[config.mk]
export PLATFORM = sky130hd
export DESIGN_NAME = apuf_eval_ctrl
export DESIGN_NICKNAME = d
export VERILOG_FILES = /design/src/rtl/apuf_eval_ctrl.sv
export SDC_FILE = /design/constraint.sdc
export NUM_CORES = 1
export LEC_CHECK = 0
export ABC_AREA = 0
export ABC_CLOCK_PERIOD_IN_PS = 2600
export CORE_ASPECT_RATIO = 1.4
export CORE_MARGIN = 4
export CORE_UTILIZATION = 52
export CTS_BUF_LIST = sky130_fd_sc_hd__clkbuf_8
export CTS_CLUSTER_DIAMETER = 200
export DETAILED_ROUTE_END_ITERATION = 6
export GPL_ROUTABILITY_DRIVEN = 0
export HOLD_SLACK_MARGIN = 0.06
export PLACE_DENSITY = 0.95
export SLEW_MARGIN = 30
export SYNTH_ARGS = -nofsm -noshare
export SYNTH_HDL_FRONTEND = slang
export SYNTH_SLANG_ARGS = --single-unit
[constraint.sdc]
create_clock -name Clk -period 2.6 [get_ports Clk]
set_input_delay 0.39 -clock Clk [delete_from_list [all_inputs] [get_ports Clk]]
set_output_delay 0.39 -clock Clk [all_outputs]
set_load 0.005 [all_outputs]
[src/rtl/apuf_eval_ctrl.sv]
// Evaluation sequencer for a 32-bit arbiter PUF: captures a challenge, runs N_EVAL
// reset/race/sample/recover cycles and majority-votes the synchronised arbiter outputs.
module apuf_eval_ctrl #(
    parameter  int CW          = 32,
    parameter  int N_EVAL      = 5,
    parameter  int RST_CYC     = 2,
    parameter  int SETTLE_CYC  = 4,
    parameter  int RECOVER_CYC = 4,
    localparam int CNT_W       = $clog2(N_EVAL + 1)
) (
    input  logic             Clk,
    input  logic             Reset_n,
    input  logic             Start,
    output logic             Ready,
    input  logic [CW-1:0]    Challenge_in,
    output logic [CW-1:0]    Challenge,
    output logic             Pulse,
    output logic             Arb_reset,
    input  logic             Result,
    output logic             Resp_valid,
    input  logic             Resp_ready,
    output logic             Resp_bit,
    output logic [CNT_W-1:0] Ones_count,
    output logic             Unstable
);

    localparam int SAMPLE_CYC = 2;
    localparam int MAX_A      = (RST_CYC > SETTLE_CYC) ? RST_CYC : SETTLE_CYC;
    localparam int MAX_B      = (RECOVER_CYC > SAMPLE_CYC) ? RECOVER_CYC : SAMPLE_CYC;
    localparam int MAX_CYC    = (MAX_A > MAX_B) ? MAX_A : MAX_B;
    localparam int PH_W       = (MAX_CYC > 1) ? $clog2(MAX_CYC) : 1;

    if ((N_EVAL < 1) || ((N_EVAL % 2) == 0)) begin : g_bad_n_eval
        $error("apuf_eval_ctrl: N_EVAL must be odd and >= 1");
    end
    if ((RST_CYC < 1) || (SETTLE_CYC < 1) || (RECOVER_CYC < 1)) begin : g_bad_cyc
        $error("apuf_eval_ctrl: RST_CYC, SETTLE_CYC and RECOVER_CYC must be >= 1");
    end

    typedef enum logic [2:0] {
        S_IDLE    = 3'd0,
        S_ARB_RST = 3'd1,
        S_FIRE    = 3'd2,
        S_SAMPLE  = 3'd3,
        S_RECOVER = 3'd4,
        S_DONE    = 3'd5
    } state_t;

    state_t            state_r;
    logic [PH_W-1:0]   phase_r;
    logic [CNT_W-1:0]  eval_r;
    logic [CNT_W-1:0]  ones_r;
    logic              sync1_r;
    logic              sync2_r;

    function automatic logic majority(input logic [CNT_W-1:0] ones);
        return (ones > CNT_W'(N_EVAL / 2));
    endfunction

    function automatic logic disagree(input logic [CNT_W-1:0] ones);
        return (ones != CNT_W'(0)) && (ones != CNT_W'(N_EVAL));
    endfunction

    assign Ready = (state_r == S_IDLE);

    // Two-flop synchroniser for the asynchronous arbiter output
    always_ff @(posedge Clk or negedge Reset_n) begin
        if (!Reset_n) begin
            sync1_r <= 1'b0;
            sync2_r <= 1'b0;
        end else begin
            sync1_r <= Result;
            sync2_r <= sync1_r;
        end
    end

    // Evaluation FSM; outputs are updated on the same edge as the state they belong to
    always_ff @(posedge Clk or negedge Reset_n) begin
        if (!Reset_n) begin
            state_r    <= S_IDLE;
            phase_r    <= PH_W'(0);
            eval_r     <= CNT_W'(0);
            ones_r     <= CNT_W'(0);
            Challenge  <= CW'(0);
            Pulse      <= 1'b0;
            Arb_reset  <= 1'b1;
            Resp_valid <= 1'b0;
            Resp_bit   <= 1'b0;
            Ones_count <= CNT_W'(0);
            Unstable   <= 1'b0;
        end else begin
            case (state_r)
                S_IDLE: begin
                    Pulse     <= 1'b0;
                    Arb_reset <= 1'b1;
                    phase_r   <= PH_W'(0);
                    if (Start) begin
                        Challenge  <= Challenge_in;
                        eval_r     <= CNT_W'(0);
                        ones_r     <= CNT_W'(0);
                        Resp_bit   <= 1'b0;
                        Ones_count <= CNT_W'(0);
                        Unstable   <= 1'b0;
                        state_r    <= S_ARB_RST;
                    end else begin
                        state_r <= S_IDLE;
                    end
                end

                S_ARB_RST: begin
                    if (phase_r == PH_W'(RST_CYC - 1)) begin
                        phase_r   <= PH_W'(0);
                        Arb_reset <= 1'b0;
                        Pulse     <= 1'b1;
                        state_r   <= S_FIRE;
                    end else begin
                        phase_r <= phase_r + PH_W'(1);
                    end
                end

                S_FIRE: begin
                    if (phase_r == PH_W'(SETTLE_CYC - 1)) begin
                        phase_r <= PH_W'(0);
                        state_r <= S_SAMPLE;
                    end else begin
                        phase_r <= phase_r + PH_W'(1);
                    end
                end

                // The two sample cycles give the synchroniser time to settle after the race
                S_SAMPLE: begin
                    if (phase_r == PH_W'(SAMPLE_CYC - 1)) begin
                        phase_r <= PH_W'(0);
                        ones_r  <= ones_r + CNT_W'(sync2_r);
                        Pulse   <= 1'b0;
                        state_r <= S_RECOVER;
                    end else begin
                        phase_r <= phase_r + PH_W'(1);
                    end
                end

                S_RECOVER: begin
                    if (phase_r == PH_W'(RECOVER_CYC - 1)) begin
                        phase_r   <= PH_W'(0);
                        eval_r    <= eval_r + CNT_W'(1);
                        Arb_reset <= 1'b1;
                        if (eval_r == CNT_W'(N_EVAL - 1)) begin
                            state_r <= S_DONE;
                        end else begin
                            state_r <= S_ARB_RST;
                        end
                    end else begin
                        phase_r <= phase_r + PH_W'(1);
                    end
                end

                // First DONE cycle publishes the vote; later cycles wait for the consumer
                S_DONE: begin
                    Arb_reset <= 1'b1;
                    Pulse     <= 1'b0;
                    if (!Resp_valid) begin
                        Resp_valid <= 1'b1;
                        Resp_bit   <= majority(ones_r);
                        Ones_count <= ones_r;
                        Unstable   <= disagree(ones_r);
                    end else if (Resp_ready) begin
                        Resp_valid <= 1'b0;
                        state_r    <= S_IDLE;
                    end else begin
                        Resp_valid <= 1'b1;
                    end
                end

                default: begin
                    state_r    <= S_IDLE;
                    phase_r    <= PH_W'(0);
                    Pulse      <= 1'b0;
                    Arb_reset  <= 1'b1;
                    Resp_valid <= 1'b0;
                end
            endcase
        end
    end

endmodule
==> results of run 1 <==
[cell type report]
cell class | instances | area [µm²]
well taps | 62 | 77.6
clock inverters | 1 | 3.75
multi-input cells | 121 | 1050
fillers | 328 | 1180
repair buffers | 81 | 808
inverters | 10 | 37.5
clock buffers | 6 | 82.6
flip-flops and latches | 53 | 1330
[synth_stat cells]
master / count
sky130_fd_sc_hd__o21ai_0: 11
sky130_fd_sc_hd__o32ai_1: 1
sky130_fd_sc_hd__nor3b_1: 3
sky130_fd_sc_hd__nor2_1: 9
sky130_fd_sc_hd__nor2b_1: 3
sky130_fd_sc_hd__nand2_1: 15
sky130_fd_sc_hd__clkbuf_1: 4
sky130_fd_sc_hd__and4b_1: 1
sky130_fd_sc_hd__buf_2: 2
sky130_fd_sc_hd__dfstp_2: 1
sky130_fd_sc_hd__mux2i_1: 2
sky130_fd_sc_hd__buf_6: 4
sky130_fd_sc_hd__a211oi_1: 1
sky130_fd_sc_hd__nor3_1: 2
sky130_fd_sc_hd__o31ai_1: 2
sky130_fd_sc_hd__nand3_1: 1
sky130_fd_sc_hd__a22o_1: 3
sky130_fd_sc_hd__o211ai_1: 2
sky130_fd_sc_hd__dfrtp_1: 52
sky130_fd_sc_hd__a31oi_1: 1
sky130_fd_sc_hd__o22ai_1: 1
sky130_fd_sc_hd__mux2_4: 28
sky130_fd_sc_hd__ha_1: 7
sky130_fd_sc_hd__a31o_2: 1
sky130_fd_sc_hd__nand2b_1: 2
sky130_fd_sc_hd__a21oi_1: 11
sky130_fd_sc_hd__o21a_1: 1
sky130_fd_sc_hd__nor4b_4: 1
sky130_fd_sc_hd__inv_1: 10
sky130_fd_sc_hd__a2bb2oi_1: 1
sky130_fd_sc_hd__nor2_4: 1
sky130_fd_sc_hd__mux2_2: 4
sky130_fd_sc_hd__buf_1: 1
sky130_fd_sc_hd__xor2_1: 2
sky130_fd_sc_hd__o41ai_1: 4
[worst max-delay path, delay by kind of cell, from the launching register on]
family                 cells  cell delay [ns]
DFF                        1             0.66
and+or+nand+nor            1             0.28
buffers and inverters      1             0.53
[power breakdown]
| group | switching (W) | total (W) | internal, W |
|---|---|---|---|
| Combinational | 0.000603 | 0.00177 | 0.00117 |
| Clock | 0.000241 | 0.000449 | 0.000208 |
| Sequential | 0.000372 | 0.00154 | 0.00117 |
[worst min path at each step]
stage                  from             to  slack (ns)  cells past startpoint
floorplan           Reset_n   Challenge[0]        0.09                      0
finish              Reset_n  Challenge[18]        0.13                      1
CTS                 Reset_n  Challenge[18]        0.15                      1
global route        Reset_n  Challenge[18]        0.16                      1
detailed placement  sync1_r        sync2_r        0.35                      0
global placement    sync1_r        sync2_r        0.33                      0
[cell families after synthesis]
logic type / synth area share (%)
AOI/OAI and AO/OA: 10.3
adders and majority gates: 3.52
DFF: 53.3
and+or+nand+nor: 8.19
xor gates and xnor gates: 0.704
muxes: 19.5
buffers and inverters: 4.47
[per-layer routing]
layer / wire (µm) / global-route usage, %
met3: 278 / 5.24
met1: 2140 / 23.2
met2: 2910 / 34.9
met4: 53 / 4.58
met5: 0 / 0
[flip-flops by register name, summed over array words and instances, names as in the netlist]
name and cells:
Resp_bit 1, sync2_r 1, Arb_reset 1, Resp_valid 1
phase_r 2, ones_r 3, Challenge 32, Unstable 1
Pulse 1, state_r 3, eval_r 3, sync1_r 1
Ones_count 3
[through the flow]
stage,hold slack (ns),instance area [µm²],setup slack [ns],instances,util (%)
final,0.126,3390,0.433,334,74.1
after global routing,0.165,3390,0.297,334,74.1
after CTS,0.145,3390,0.412,334,74.1
after detailed placement,0.348,3300,0.596,327,72.2
after global placement,0.332,3300,0.652,327,72.2
after floorplan,0.0944,2490,0.920,195,-
==> results.tsv, run 1 <==
metric	value	unit
gr_ovfl_total	0	
core	0.00457	mm²
setup_viol_count_final	0	
crit_share_post_route	83.3	%
worst_setup_hold_path_clk_slew	0.09	ns
port_buffers	77	
post_synth.cell_area_avg	12.8	µm²
via_count_of_the_first_global_routing_pass	1897	
latest_clock_arrival_within_the_worst_skew_pair	0.30	ns
wl_per_cell	16.1	µm
worst_slew_pin_slew	0.741	ns
fin_setup_tns	0	ns
vias_per_cell	5.16	
num_io_pins	78	
timing.slew.headroom	50.6	%
cts_buffer_depth	2	
timing_worst_setup_path_type	reg -> out	
r2r_slack	0.68	ns
final.setup_skew	0.0107	ns
outcome	complete, no violations	
clock_sink_count	53	
timing.critical_path.cells	nor3_1, clkdlybuf4s50_1	
worst_setup_path_start_kind	flop	
antenna_found_initial	0	
critPathRequiredTime	2.21	ns
post-route-min-period	2.17	ns
p_per_area	1110	mW/mm²
cts_max_level	2	
reg2reg_from	state_r[0]	
postSynthNetCount	239	
cp.arrival	1.78	ns
syn-instance-count	195	
crit_fanout	24	
cp_slowest_cell	sky130_fd_sc_hd__dfrtp_1	
tritoncts	done	
syn_area	0.00249	mm²
final_max_slew_viol_count	0	
die_width	66.5	µm
fin_total_pwr	0.00376	W
number_of_unique_standard_cell_types_used_by_synthesis	35	
detailedRoute.firstPassIterationCount	4	
std_cell_rows	29	
floorplan.die.height	89.9	µm
ff2ff_path_depth	3	
postCtsSetupRepairBufs	0	
worstHoldPathType	in -> async	
static-leakage-power	1.47	nW
setup.worst_path.end_class	output pin	
fp.dieArea	0.00597	mm²
design.final.nets	316	
drtIter0Drc	81	
post_cts_hold_buffer_count	0	
cts_resized	0	
setup.worst_path.start	state_r[0]	
diodes	0	
critical_path.reg2reg.endpoint	Challenge[12]	
sequential_element_share_of_the_synthesized_area	53.3	%
yosysTopAreaCell	sky130_fd_sc_hd__dfrtp_1	
final_cell_mix	76 x sky130_fd_sc_hd__clkdlybuf4s50_1, 52 x sky130_fd_sc_hd__dfrtp_1, 28 x sky130_fd_sc_hd__mux2_4	
maxCapViolCount	0	
final_common_cell	sky130_fd_sc_hd__clkdlybuf4s50_1	
grt_setup_unrepaired	no	
detailroute.via_count	1725	
drt_drc_violations_left	0	
peak_supply_drop	0.666	mV
initial_core_utilization	54.4	%
crit_path_max_incr_delay	0.66	ns
yosysWarnings	0	
final_layout_size_suffix_gt1_share	17.3	%
postSynthRegisterBits	53	
hpwl	4060	µm
worstSetupEndpoint	Ready	
grt_usage	19.7	%
count_of_antenna_violating_nets_left_after_detailed_routing	0	
final-hold-violation-count	0	
synth.top_cell.area_share	52.3	%
flow.area_growth_from_synthesis	36.1	%
maxClockFrequency	0.462	GHz
maximum_number_of_pins_on_one_net_before_global_route_repair	38	
netlist_top_cells_area	sky130_fd_sc_hd__dfrtp_1 52%, sky130_fd_sc_hd__mux2_4 17%, sky130_fd_sc_hd__ha_1 3.5%	
clock_root_buffer	sky130_fd_sc_hd__clkbuf_8	
global_route_wire_length_before_repair	9160	µm
routed_wl	5380	µm
cts_made_buffers	5	
Note: power is estimated with default switching activity, not from simulation.
==> inputs of run 2 (changes only) <==
--- a/config.mk
+++ b/config.mk
@@ -6,16 +6,16 @@
 export NUM_CORES = 1
 export LEC_CHECK = 0
 export ABC_AREA = 0
-export ABC_CLOCK_PERIOD_IN_PS = 2600
+export ABC_CLOCK_PERIOD_IN_PS = 2000
 export CORE_ASPECT_RATIO = 1.4
 export CORE_MARGIN = 4
-export CORE_UTILIZATION = 52
+export CORE_UTILIZATION = 48
 export CTS_BUF_LIST = sky130_fd_sc_hd__clkbuf_8
 export CTS_CLUSTER_DIAMETER = 200
 export DETAILED_ROUTE_END_ITERATION = 6
 export GPL_ROUTABILITY_DRIVEN = 0
 export HOLD_SLACK_MARGIN = 0.06
-export PLACE_DENSITY = 0.95
+export PLACE_DENSITY = 0.91
 export SLEW_MARGIN = 30
 export SYNTH_ARGS = -nofsm -noshare
 export SYNTH_HDL_FRONTEND = slang
==> constraint.sdc (replaced) <==
create_clock -name Clk -period 2 [get_ports Clk]
set_input_delay 0.3 -clock Clk [delete_from_list [all_inputs] [get_ports Clk]]
set_output_delay 0.3 -clock Clk [all_outputs]
set_load 0.005 [all_outputs]
==> results.tsv, run 2 (synthesis results as in run 1) <==
metric	value	unit	change
outcome	complete, no violations		
final_cell_mix	76 x sky130_fd_sc_hd__clkdlybuf4s50_1, 52 x sky130_fd_sc_hd__dfrtp_1, 28 x sky130_fd_sc_hd__mux2_4		
post-place-ws	0.125	ns	-0.472 ns
core	0.00492	mm²	+7.6%
critPathRequiredTime	1.70	ns	-0.51 ns
fillers	350		+6.7%
via_count_of_the_first_global_routing_pass	1909		+0.63%
cts_made_buffers	5		unchanged
maxClockFrequency	0.543	GHz	
cts_max_level	2		unchanged
antenna_found_initial	0		unchanged
drtIter0Drc	114		+41%
p_per_area	1440	mW/mm²	+29%
worst_setup_path_start_kind	flop		
setup_ws	0.160	ns	-0.273 ns
final_max_slew_viol_count	0		unchanged
drt_drc_violations_left	0		unchanged
wl_per_cell	14.9	µm	-7.5%
peak_supply_drop	0.778	mV	+17%
count_of_antenna_violating_nets_left_after_detailed_routing	0		unchanged
initial_core_utilization	50.6	%	-3.8 points
setup_viol_count_final	0		unchanged
floorplan.die.height	93.2	µm	+3.7%
routed_wl	5090	µm	-5.3%
fin_total_pwr	0.00496	W	+32%
vias_per_cell	5.20		+0.77%
timing_worst_setup_path_type	reg -> out		
detailedRoute.firstPassIterationCount	4		unchanged
fin_hold_ws	0.354	ns	+0.228 ns
clock_sink_count	53		unchanged
flow.area_growth_from_synthesis	38.7	%	
port_buffers	77		unchanged
cp.arrival	1.54	ns	-0.24 ns
fin_setup_tns	0	ns	unchanged
std_cell_rows	30		+3.4%
global_route_wire_length_before_repair	8380	µm	-8.5%
timing.slew.headroom	52.9	%	+2.3 points
worstHoldPathType	reg -> reg		
final.setup_skew	0.0174	ns	+0.00665 ns
clock_root_buffer	sky130_fd_sc_hd__clkbuf_8		
largest_reg_flops	32		unchanged
final_layout_size_suffix_gt1_share	19.1	%	+1.8 points
crit_share_post_route	92.0	%	
final-hold-violation-count	0		unchanged
grt_setup_unrepaired	no		
static-leakage-power	1.51	nW	+2.2%
maximum_number_of_pins_on_one_net_before_global_route_repair	38		unchanged
latest_clock_arrival_within_the_worst_skew_pair	0.31	ns	about the same
tritoncts	done		
gr_ovfl_total	0		unchanged
final_common_cell	sky130_fd_sc_hd__clkdlybuf4s50_1		
maxCapViolCount	0		unchanged
crit_fanout	8		-67%
fp.dieArea	0.00642	mm²	+7.4%
worst_slew_pin_slew	0.704	ns	-0.0376 ns
num_io_pins	78		unchanged
cts_buffer_depth	2		unchanged
grt_usage	17.3	%	-2.3 points
stdcell_area	0.00345	mm²	+1.9%
diodes	0		unchanged
setup.worst_path.end_class	output pin		
postCtsSetupRepairBufs	0		unchanged
hpwl	3720	µm	-8.2%
post-route-min-period	1.84	ns	
dpl-instance-area	0.00335	mm²	+1.4%
detailroute.via_count	1780		+3.2%
most_flop_heavy_register	Challenge		
die_width	68.9	µm	+3.6%
worst_setup_hold_path_clk_slew	0.10	ns	about the same
design.final.nets	321		+1.6%
run 2: layout make-up:
| type | count | area (µm²) | share of cell area, % |
|---|---|---|---|
| Tap cell | 64 | 80.1 | 2.32 |
| Clock buffer | 6 | 82.6 | 2.39 |
| Multi-Input combinational cell | 121 | 1050 | 30.4 |
| Clock inverter | 2 | 13.8 | 0.399 |
| Inverter | 10 | 37.5 | 1.09 |
| Timing Repair Buffer | 86 | 861 | 24.9 |
| Sequential cell | 53 | 1330 | 38.5 |
run 2: through the flow:
step / util, % / cells
3_5_place_dp: 68.0 / 333
3_3_place_gp: 68.0 / 333
5_1_grt: 70.2 / 342
2_1_floorplan: - / 195
4_1_cts: 70.2 / 342
6_report: 70.2 / 342
run 2: layer usage:
metal / track usage (%) / vias to the layer above / wire (µm)
li1: - / 847 / -
met1: 21.0 / 866 / 2070
met2: 28.3 / 59 / 2620
met3: 5.77 / 8 / 324
met4: 6.02 / 0 / 76
met5: 0 / - / 0
run 2: final timing paths:
check	from	end	slack, ns	cells after the start
max	state_r[2]	Ready	0.16	2
min	sync1_r	sync2_r	0.35	0
max reg2reg	state_r[2]	eval_r[2]	0.28	5
min reg2reg	sync1_r	sync2_r	0.35	0
max in group asynchronous	Reset_n	eval_r[1]	0.93	3
min in group asynchronous	Reset_n	Resp_valid	0.50	2
run 2: repair_timing:
item	CTS	global route
hold endpoints to repair	21	0
gates resized for setup	0	0
endpoints found under the setup margin	0	0
hold buffers	1	0
run 2: power breakdown:
| part | total, W | switching (W) | internal, W |
|---|---|---|---|
| logic | 0.00246 | 0.000883 | 0.00158 |
| clock network | 0.000624 | 0.000343 | 0.000281 |
| registers | 0.00187 | 0.000348 | 0.00152 |
run 2: worst max-delay path, stage by stage, from the launching register on:
cell                              delay [ns]
sky130_fd_sc_hd__dfrtp_1                0.49
sky130_fd_sc_hd__nor3_1                 0.22
sky130_fd_sc_hd__clkdlybuf4s50_1        0.52
==> inputs of run 3 (changes only) <==
--- a/config.mk
+++ b/config.mk
@@ -9,13 +9,13 @@
 export ABC_CLOCK_PERIOD_IN_PS = 2000
 export CORE_ASPECT_RATIO = 1.4
 export CORE_MARGIN = 4
-export CORE_UTILIZATION = 48
+export CORE_UTILIZATION = 30
 export CTS_BUF_LIST = sky130_fd_sc_hd__clkbuf_8
 export CTS_CLUSTER_DIAMETER = 200
 export DETAILED_ROUTE_END_ITERATION = 6
 export GPL_ROUTABILITY_DRIVEN = 0
 export HOLD_SLACK_MARGIN = 0.06
-export PLACE_DENSITY = 0.91
+export PLACE_DENSITY = 0.65
 export SLEW_MARGIN = 30
 export SYNTH_ARGS = -nofsm -noshare
 export SYNTH_HDL_FRONTEND = slang
==> results.tsv, run 3 (synthesis results as in run 1) <==
metric	value	unit	change
outcome	complete, no violations		
clock_root_buffer	sky130_fd_sc_hd__clkbuf_8		
r2r_slack	0.24	ns	-0.04 ns
fillers	785		+120%
crit_share_post_route	94.3	%	+2.2 points
wl_per_cell	13.7	µm	-7.9%
drt_drc_violations_left	0		unchanged
final-hold-violation-count	0		unchanged
flow.area_growth_from_synthesis	40.8	%	
detailroute.via_count	1757		-1.3%
cts_made_buffers	5		unchanged
cts_resized	0		unchanged
fp.dieArea	0.00984	mm²	+53%
crit_fanout	11		+3
port_buffers	77		unchanged
routed_wl	5230	µm	+2.6%
largest_reg_flops	32		unchanged
num_io_pins	78		unchanged
floorplan.die.height	116	µm	+24%
post-route-min-period	1.89	ns	+0.0450 ns
count_of_antenna_violating_nets_left_after_detailed_routing	0		unchanged
hold-path-cell-count	0		unchanged
critical_path.reg2reg.endpoint	Ones_count[0]		
finish.utilization	43.0	%	-27 points
holdCritStartpoint	sync1_r		
cts_buffer_depth	2		unchanged
power_report.internal_total	0.00336	W	-0.53%
fin_hold_ws	0.359	ns	+0.00549 ns
multi_input_comb_area	0.00105	mm²	unchanged
clock_sink_count	53		unchanged
peak_supply_drop	0.619	mV	-20%
maxClockFrequency	0.530	GHz	-2.4%
core	0.00815	mm²	+66%
p_sw	0.00159	W	+0.79%
setup.worst_path.end_class	output pin		
power.share.sequential	37.5	%	-0.3 points
final_max_slew_viol_count	0		unchanged
tritoncts	done		
p_per_area	1410	mW/mm²	-1.6%
antenna_found_initial	0		unchanged
final.setup_skew	0.00865	ns	-0.00875 ns
detailedRoute.firstPassIterationCount	4		unchanged
design.final.nets	322		+0.31%
vias_per_cell	4.61		-11%
static-leakage-power	1.50	nW	about the same
grt_usage	11.0	%	-6.4 points
sequential_cell_area	0.00133	mm²	unchanged
whs_endpoint	sync2_r		
worstHoldPathType	reg -> reg		
drtIter0Drc	82		-28%
p_comb_share	49.7	%	about the same
diodes	0		unchanged
hpwl	3820	µm	+2.7%
worst_setup_hold_path_clk_slew	0.11	ns	about the same
worst_setup_path_start_kind	flop		
final_common_cell	sky130_fd_sc_hd__clkdlybuf4s50_1		
worst_slew_pin_slew	0.712	ns	+0.00808 ns
setup_viol_count_final	0		unchanged
switching_share	32.1	%	+0.29 points
die_width	85.0	µm	+23%
reg2reg_from	state_r[0]		
final_cell_mix	76 x sky130_fd_sc_hd__clkdlybuf4s50_1, 52 x sky130_fd_sc_hd__dfrtp_1, 28 x sky130_fd_sc_hd__mux2_4		
timing.slew.headroom	52.3	%	-0.54 points
timing_worst_setup_path_type	reg -> out		
via_count_of_the_first_global_routing_pass	1881		-1.5%
grt_setup_unrepaired	no		
final_layout_size_suffix_gt1_share	19.4	%	+0.29 points
ff2ff_path_depth	4		-1
latest_clock_arrival_within_the_worst_skew_pair	0.31	ns	about the same
pwr-share-clk	12.7	%	about the same
cts_max_level	2		unchanged
cp.arrival	1.59	ns	+0.05 ns
critPathRequiredTime	1.70	ns	about the same
gr_ovfl_total	0		unchanged
maximum_number_of_pins_on_one_net_before_global_route_repair	38		unchanged
fin_setup_tns	0	ns	unchanged
maxCapViolCount	0		unchanged
most_flop_heavy_register	Challenge		
initial_core_utilization	30.5	%	-20 points
std_cell_rows	39		+30%
global_route_wire_length_before_repair	8730	µm	+4.1%
fin_total_pwr	0.00495	W	-0.11%
[run 3: changes by cell type in the layout (fill, tap and decap cells not counted)]
cell,delta
sky130_fd_sc_hd__clkinv_2,-1
sky130_fd_sc_hd__inv_6,+1
sky130_fd_sc_hd__clkinvlp_4,+1
sky130_fd_sc_hd__buf_4,+1
sky130_fd_sc_hd__clkbuf_8,-1
[run 3: what timing repair did]
| item | in CTS | in global routing |
|---|---|---|
| endpoints found under the setup margin | 0 | 1 |
| hold endpoints to repair | 21 | 0 |
| buffers inserted | 0 | 1 |
| hold buffers | 1 | 0 |
[run 3: metal layers]
metal  global-route usage [%]  vias to the layer above  wire, µm
li1                         -                      850         -
met1                     13.3                      846      2200
met4                     3.48                        0        74
met2                     18.4                       55      2610
met3                     3.63                        6       350
met5                        0                        -         0
[run 3: power groups by stage]
stage          Clock, W  Combinational, W  Sequential, W
2_1_floorplan         0           0.00140        0.00183
3_3_place_gp          0           0.00243        0.00188
3_5_place_dp          0           0.00248        0.00188
4_1_cts        0.000663           0.00249        0.00188
5_1_grt        0.000710           0.00270        0.00193
6_report       0.000631           0.00246        0.00186
[run 3: how the worst max path moves through the flow]
stage | from | cells past startpoint | to | slack, ns
after CTS | state_r[2] | 3 | Ready | 0.06
final | state_r[2] | 3 | Ready | 0.11
after global routing | state_r[2] | 3 | Ready | 0.008
after global placement | Start | 4 | Challenge[11] | 0.14
after floorplan | state_r[2] | 4 | Challenge[1] | 0.32
after detailed placement | Start | 4 | Challenge[11] | 0.11
[run 3: stage by stage]
step / std cells / setup WS (ns) / instance area, µm²
floorplan: 195 / 0.320 / 2490
global placement: 371 / 0.141 / 3390
detailed placement: 371 / 0.110 / 3390
CTS: 380 / 0.0594 / 3500
global route: 381 / 0.00761 / 3500
finish: 381 / 0.115 / 3500
[run 3: final cells by class]
type	instances	area share (%)
well taps	102	3.64
clock buffers	5	1.96
inverters	10	1.07
multi-input cells	121	30.0
clock inverters	3	0.714
flip-flops and latches	53	37.9
repair buffers	87	24.8
[run 3: worst max-delay path: stages (launching register included)]
cell,delay [ns]
sky130_fd_sc_hd__dfrtp_1,0.41
sky130_fd_sc_hd__buf_4,0.18
sky130_fd_sc_hd__nor3_1,0.18
sky130_fd_sc_hd__clkdlybuf4s50_1,0.52
